**config.mk**
```make
export PLATFORM = sky130hd
export DESIGN_NAME = mskaes_share_encoder_flat
export DESIGN_NICKNAME = d
export VERILOG_FILES = /design/src/rtl/mskaes_share_encoder_pkg.sv /design/src/rtl/mskaes_share_encoder_if.sv /design/src/rtl/shares2shbus.sv /design/src/rtl/mskaes_share_encoder.sv /design/src/flat_wrapper.sv
export SDC_FILE = /design/constraint.sdc
export NUM_CORES = 2
export LEC_CHECK = 0
export ABC_AREA = 1
export CORE_AREA = 5 5 461 463
export DETAILED_ROUTE_END_ITERATION = 10
export DIE_AREA = 0 0 466 468
export GPL_TIMING_DRIVEN = 0
export PLACE_DENSITY = 0.39
export RECOVER_POWER = 100
export SYNTH_ARGS = -nofsm -noshare
export SYNTH_HDL_FRONTEND = slang
export SYNTH_SLANG_ARGS = --single-unit
export TNS_END_PERCENT = 20
```
**constraint.sdc**
```tcl
create_clock -name clk -period 2.8 [get_ports clk]
set_input_delay 0.28 -clock clk [delete_from_list [all_inputs] [get_ports clk]]
set_output_delay 0.28 -clock clk [all_outputs]
set_load 0.005 [all_outputs]
```
**src/rtl/mskaes_share_encoder_pkg.sv**
```systemverilog
// Shared constants and state encoding for the masked-AES input share encoder.
// Imported by the encoder interface and top module.
package mskaes_share_encoder_pkg;

    localparam int RND_W             = 32;
    localparam int DATA_W            = 128;
    localparam int KEY_W             = 256;
    localparam int N_WORDS_PER_SHARE = 12;
    localparam int DATA_WORDS        = 4;
    localparam int KEY_WORDS         = 8;

    typedef enum logic [1:0] {
        IDLE = 2'd0,
        FILL = 2'd1,
        OUT  = 2'd2
    } state_e;

endpackage

```
**src/rtl/mskaes_share_encoder_if.sv**
```systemverilog
// Host, randomness and core-side signals of the share encoder.
// master = encoder side, slave = environment (host, PRNG, core).
interface mskaes_share_encoder_if
    import mskaes_share_encoder_pkg::*;
#(
    parameter int d = 2
);
    logic                  in_valid;
    logic                  in_ready;
    logic [DATA_W-1:0]     in_data;
    logic [KEY_W-1:0]      in_key;
    logic                  rnd_valid;
    logic                  rnd_ready;
    logic [RND_W-1:0]      rnd_data;
    logic                  out_valid;
    logic                  out_ready;
    logic [DATA_W*d-1:0]   sh_data;
    logic [KEY_W*d-1:0]    sh_key;
    logic                  busy;

    modport master (
        input  in_valid, in_data, in_key, rnd_valid, rnd_data, out_ready,
        output in_ready, rnd_ready, out_valid, sh_data, sh_key, busy
    );

    modport slave (
        output in_valid, in_data, in_key, rnd_valid, rnd_data, out_ready,
        input  in_ready, rnd_ready, out_valid, sh_data, sh_key, busy
    );

endinterface

```
**src/rtl/shares2shbus.sv**
```systemverilog
// Rewires share-major registers into the bit-interleaved shbus layout:
// shbus[d*j+i] carries bit j of share i. Pure wiring, no logic.
module shares2shbus #(
    parameter int d     = 2,
    parameter int count = 128
) (
    input  logic [d-1:0][count-1:0] shares,
    output logic [count*d-1:0]      shbus
);

    for (genvar j = 0; j < count; j++) begin : g_bit
        for (genvar i = 0; i < d; i++) begin : g_share
            assign shbus[d*j+i] = shares[i][j];
        end
    end

endmodule

```
**src/rtl/mskaes_share_encoder.sv**
```systemverilog
// Builds a d-share Boolean masking of plaintext and key from PRNG words and
// presents it to the masked core in shbus encoding; one transaction in flight.
module mskaes_share_encoder
    import mskaes_share_encoder_pkg::*;
#(
    parameter int d = 2
) (
    input logic                    clk,
    input logic                    rst,
    mskaes_share_encoder_if.master bus
);

    localparam int N     = N_WORDS_PER_SHARE * (d - 1);
    localparam int LAST  = (N > 0) ? N - 1 : 0;
    localparam int CNT_W = (N > 1) ? $clog2(N) : 1;
    localparam int SH_W  = (d > 1) ? $clog2(d) : 1;

    state_e                    state;
    state_e                    next_state;
    logic [CNT_W-1:0]          cnt;
    logic [d-1:0][DATA_W-1:0]  s_data;
    logic [d-1:0][KEY_W-1:0]   s_key;
    logic [SH_W-1:0]           share_idx;
    int                        slot;
    logic [6:0]                data_lsb;
    logic [7:0]                key_lsb;
    logic                      last_word;

    always_ff @(posedge clk) begin
        if (rst) state <= IDLE;
        else     state <= next_state;
    end

    always_comb begin
        next_state    = state;
        bus.in_ready  = 1'b0;
        bus.rnd_ready = 1'b0;
        bus.out_valid = 1'b0;
        bus.busy      = (state != IDLE);
        unique case (state)
            IDLE: begin
                bus.in_ready = 1'b1;
                if (bus.in_valid) next_state = (d > 1) ? FILL : OUT;
            end
            FILL: begin
                bus.rnd_ready = 1'b1;
                if (bus.rnd_valid && last_word) next_state = OUT;
            end
            OUT: begin
                bus.out_valid = 1'b1;
                if (bus.out_ready) next_state = IDLE;
            end
            default: next_state = IDLE;
        endcase
    end

    // Word k lands in share 1+k/12; slots 0..3 are data words, 4..11 key words.
    always_comb begin
        share_idx = SH_W'(1 + int'(cnt) / N_WORDS_PER_SHARE);
        slot      = int'(cnt) % N_WORDS_PER_SHARE;
        data_lsb  = 7'(slot * RND_W);
        key_lsb   = 8'((slot - DATA_WORDS) * RND_W);
        last_word = (cnt == CNT_W'(LAST));
    end

    always_ff @(posedge clk) begin
        if (rst) begin
            cnt    <= '0;
            s_data <= '0;
            s_key  <= '0;
        end else begin
            unique case (state)
                IDLE: begin
                    if (bus.in_valid) begin
                        s_data    <= '0;
                        s_key     <= '0;
                        s_data[0] <= bus.in_data;
                        s_key[0]  <= bus.in_key;
                        cnt       <= '0;
                    end
                end
                FILL: begin
                    if (d > 1 && bus.rnd_valid) begin
                        if (slot < DATA_WORDS) begin
                            s_data[share_idx][data_lsb +: RND_W] <= bus.rnd_data;
                            s_data[0][data_lsb +: RND_W] <= s_data[0][data_lsb +: RND_W] ^ bus.rnd_data;
                        end else begin
                            s_key[share_idx][key_lsb +: RND_W] <= bus.rnd_data;
                            s_key[0][key_lsb +: RND_W] <= s_key[0][key_lsb +: RND_W] ^ bus.rnd_data;
                        end
                        if (!last_word) cnt <= cnt + 1'b1;
                    end
                end
                OUT: begin
                    // Wipe every share once the core has taken them.
                    if (bus.out_ready) begin
                        s_data <= '0;
                        s_key  <= '0;
                    end
                end
                default: ;
            endcase
        end
    end

    shares2shbus #(.d(d), .count(DATA_W)) u_data_shbus (
        .shares (s_data),
        .shbus  (bus.sh_data)
    );

    shares2shbus #(.d(d), .count(KEY_W)) u_key_shbus (
        .shares (s_key),
        .shbus  (bus.sh_key)
    );

endmodule

```
**src/flat_wrapper.sv**
```systemverilog
// flat-port wrapper written by rule: the top's interface ports become plain ports
module mskaes_share_encoder_flat import mskaes_share_encoder_pkg::*;
#(
    parameter int d = 2
)
  (clk, rst, bus_in_valid, bus_in_data, bus_in_key, bus_rnd_valid, bus_rnd_data, bus_out_ready, bus_in_ready, bus_rnd_ready, bus_out_valid, bus_sh_data, bus_sh_key, bus_busy);
  mskaes_share_encoder_if #(.d(d)) bus_i ();
  input logic clk;
  input logic rst;
  input wire logic [$bits(bus_i.in_valid)-1:0] bus_in_valid;
  input wire logic [$bits(bus_i.in_data)-1:0] bus_in_data;
  input wire logic [$bits(bus_i.in_key)-1:0] bus_in_key;
  input wire logic [$bits(bus_i.rnd_valid)-1:0] bus_rnd_valid;
  input wire logic [$bits(bus_i.rnd_data)-1:0] bus_rnd_data;
  input wire logic [$bits(bus_i.out_ready)-1:0] bus_out_ready;
  output wire logic [$bits(bus_i.in_ready)-1:0] bus_in_ready;
  output wire logic [$bits(bus_i.rnd_ready)-1:0] bus_rnd_ready;
  output wire logic [$bits(bus_i.out_valid)-1:0] bus_out_valid;
  output wire logic [$bits(bus_i.sh_data)-1:0] bus_sh_data;
  output wire logic [$bits(bus_i.sh_key)-1:0] bus_sh_key;
  output wire logic [$bits(bus_i.busy)-1:0] bus_busy;
  assign bus_i.in_valid = bus_in_valid;
  assign bus_i.in_data = bus_in_data;
  assign bus_i.in_key = bus_in_key;
  assign bus_i.rnd_valid = bus_rnd_valid;
  assign bus_i.rnd_data = bus_rnd_data;
  assign bus_i.out_ready = bus_out_ready;
  assign bus_in_ready = bus_i.in_ready;
  assign bus_rnd_ready = bus_i.rnd_ready;
  assign bus_out_valid = bus_i.out_valid;
  assign bus_sh_data = bus_i.sh_data;
  assign bus_sh_key = bus_i.sh_key;
  assign bus_busy = bus_i.busy;
  mskaes_share_encoder #(.d(d)) u_core (.clk(clk), .rst(rst), .bus(bus_i));
endmodule
```
==> results.yml <==
run_status:
  outcome: "finished with violations"
  failing_checks: "setup timing"
sta:
  rsz0062_at_grt: "yes"
  final.period_utilization_pct: 107
  maxSlewHeadroom_pct: 2.70
  slew_at_the_pin_closest_to_its_max_slew_limit_ns: 1.46
  fin_worst_skew_ns: 0.0496
  final_hold_vios: 0
  worst_slack_ns: -0.195
  max_freq_ghz: 0.334
  final.hold.worst_slack_ns: 0.120
  finalMaxSlewViolations: 0
  report.final.setup_viol: 20
  final_period_minus_worst_setup_slack_ns: 3.00
finish:
  fin_area_um2: 61600
  final_layout_size_suffix_gt1_share_pct: 9.88
  final_cell_mix: "nand2_1 (1,381), a21oi_1 (995), dlygate4sd3_1 (772), dfxtp_1 (772), nor2_1 (559)"
  most_common_cell_after_layout_fill_and_taps_aside: "nand2_1"
  count_of_filler_cells_inserted_in_the_layout: 23200
  nNetsFinal: 8050
  postLayoutCoreUtil_pct: 29.6
  syn2layout_area_growth_pct: 51.7
clocking:
  h_tree_level_count: 3
  cts_tree: "yes"
  cts.hold.buffers_added: 0
  clk_pin_slew_ns: 0.07
  clkSinkCount: 774
  worstSkewPairLatency_ns: 0.80
  tritoncts.num_buffers: 101
  buffers_from_clock_root_to_sink_at_most: 3
  root_buffer: "clkbuf_16"
worst_setup_path:
  path_class: "input port to flip-flop"
  required_time_worst_endpoint_ns: 3.50
  worst-r2r-setup-slack_ns: -0.11
  worst_path_most_repeated_cell: "nand2_1"
  worst_r2r_startpoint: "u_core.cnt[1]"
  cp-startpoint: "bus_rnd_data[21]"
  critical_path.endpoint_type: "flip-flop"
  cp.depth: 8
  reg2reg_to: "u_core.s_key[53]"
  timing.critical_path.slowest_cell_delay_ns: 1.12
  timing.reg2reg.worst_path_depth: 11
  crit_family: "buffers and inverters"
  critical_path.max_fanout: 7
  worst_path_max_delay_cell: "inv_1"
  arrival_ns: 3.69
  cp_cell_sequence: "clkdlybuf4s50_1, inv_1, nand2_1, nand2_2, nand3_1, nand2_1, nand2_1, a21oi_1"
  startpoint_type: "input port"
  timing.critical_path.buf_inv: 2
  critical_path.endpoint: "u_core.s_key[53]"
synth:
  async_sr_flop_fraction_pct: 0
  ys_seq_area_share_pct: 38.1
  syn_area_per_cell_um2: 6.48
  synth_area_um2: 40600
  ys.flop_type: "dfxtp_1"
  synth_seq_cells: 774
  netlist_instances: 6266
  yosysWarnings: 0
  synth_cell_types: 36
  synth.net_count: 6701
  number_of_enable_type_register_cells_in_the_synthesized_netlist: 0
placed_design:
  place.detailed.hpwl_um: 296000
  weighted_congestion_reported_at_the_end_of_routability_driven_placement: 0.994
  dpl-instance-area_um2: 56100
  port_buffers: 1192
  place_worst_setup_slack_ns: -3.24
floorplanning:
  placement_rows: 168
  design.portCount: 1193
  start_util_pct: 19.5
  die-area_um2: 218000
  core_area_um2: 208000
  die_h_um: 468
  chipWidth_um: 466
worst_hold_path:
  hold_class: "input port to flip-flop"
  hold_path.startpoint: "bus_in_key[152]"
detailed_routing:
  via_per_inst: 4.96
  antenna_violating_nets_post_route: 0
  drtPass1Iterations: 6
  routed_wl_um: 363000
  drc_errors: 0
  wl_per_cell_um: 34.4
  drt_iter0_markers: 5656
  detailroute.via_count: 52400
power_and_ir_drop:
  power.combinational.fraction_pct: 60.7
  internal_power_uw: 38600
  vdd.ir_drop.worst_mv: 0.690
  switching_share_pct: 54.9
  cellPowerDensity_nw_per_um2: 1390
  seq_power_share_pct: 22.2
  clock_power_share_pct: 17.1
  power.leakage_uw: 0.0248
  power.net_switching_uw: 47000
global_route:
  grtUsageTotal_pct: 31.7
  globalRoute.totalOverflow: 0
  grt_first_pass_wirelength_um: 469000
  first_global_vias: 49900
  antenna_violations_before_repair: 94
  maximum_number_of_pins_on_one_net_before_global_route_repair: 15
run:
  drv_cap: 0
==> cell usage after synthesis, types with 5 or more instances <==
library cell	n	area [um2]
buf_6	8	90.1
or2_1	19	119
xor2_1	65	569
clkbuf_1	341	1280
nor3_1	254	1270
a21oi_1	996	4980
buf_2	110	551
a21o_1	10	75.1
buf_1	56	210
clkinv_1	11	41.3
dfxtp_1	774	15500
inv_2	19	71.3
or2_2	37	231
a211oi_2	25	313
ha_1	14	175
a31oi_1	63	394
nor2_1	590	2210
o21ai_1	20	100
nand2_2	5	31.3
o22ai_1	33	206
nand2_1	1421	5330
inv_1	338	1270
buf_4	13	97.6
o21ai_0	447	2240
nor3b_1	18	135
a211oi_1	50	375
nand3_1	513	2570
==> flip-flops by register name, indices dropped and copies added (netlist names) <==
name           cells
u_core.s_data    256
u_core.s_key     512
u_core.state       2
u_core.cnt         4
==> tightest hold or removal path, cell delays in order <==
cell and delay [ns]:
clkdlybuf4s50_1 0.41, nand3_1 0.08, a31oi_1 0.08
==> layout make-up <==
| type | count | area (um2) | area share (%) |
|---|---|---|---|
| multi-input cells | 4595 | 22000 | 35.8 |
| flip-flops and latches | 774 | 15500 | 25.2 |
| repair buffers | 1248 | 12500 | 20.3 |
| well taps | 2805 | 3510 | 5.70 |
| clock buffers | 147 | 2980 | 4.84 |
| plain buffers | 526 | 2860 | 4.64 |
| inverters | 369 | 1480 | 2.39 |
| clock inverters | 45 | 636 | 1.03 |
| diodes | 39 | 97.6 | 0.158 |
==> worst min-delay path by stage <==
stage / to / slack [ns] / depth (start not counted)
2_1_floorplan: u_core.s_data[128] / 0.43 / 2
3_3_place_gp: u_core.s_data[178] / 0.46 / 2
3_5_place_dp: u_core.s_data[183] / 0.46 / 2
4_1_cts: u_core.s_key[153] / 0.05 / 3
5_1_grt: u_core.s_key[152] / 0.12 / 3
6_report: u_core.s_key[152] / 0.12 / 3
==> per-stage QoR <==
step                       TNS, ns  instances  total power [uW]
after floorplan                  0       6266             39900
after global placement    -1396.34      10300             69100
after detailed placement  -1433.18      10300             69100
after CTS                   -0.360      10500             85600
after global routing         -6.25      10500             89000
final                       -0.866      10500             85500
==> layer usage <==
layer  vias up  share of wire [%]  wire (um)  GRT usage, %
li1      23600                  -          -             -
met1     25500                 40     143000          37.8
met2      2647                 46     166000          51.6
met3       583                8.3      30100          8.15
met4        20                6.4      23100          18.0
met5         -              0.037        136             0
==> what timing repair did <==
item / CTS / global route
pin swaps: 13 / 13
setup buffers: 36 / 17
endpoints found under the setup margin: 770 / 659
gates cloned: 2 / 1
gates resized for setup: 379 / 189
==> kinds of logic after synthesis <==
group,Yosys count,synth area share [%]
xor gates and xnor gates,65,1.40
adders and majority gates,14,0.431
and+or+nand+nor,2869,29.6
buffers and inverters,897,8.90
DFF,774,38.1
AOI/OAI and AO/OA,1647,21.5
==> power by group through the flow <==
stage	sequential, uW	combinational [uW]	clock, uW
6_report	19000	51900	14700
5_1_grt	19300	54500	15200
4_1_cts	19000	51700	14900
3_5_place_dp	19200	49900	0
3_3_place_gp	19200	49900	0
2_1_floorplan	17500	22400	0
No activity file was read; power rests on OpenSTA's default activity.
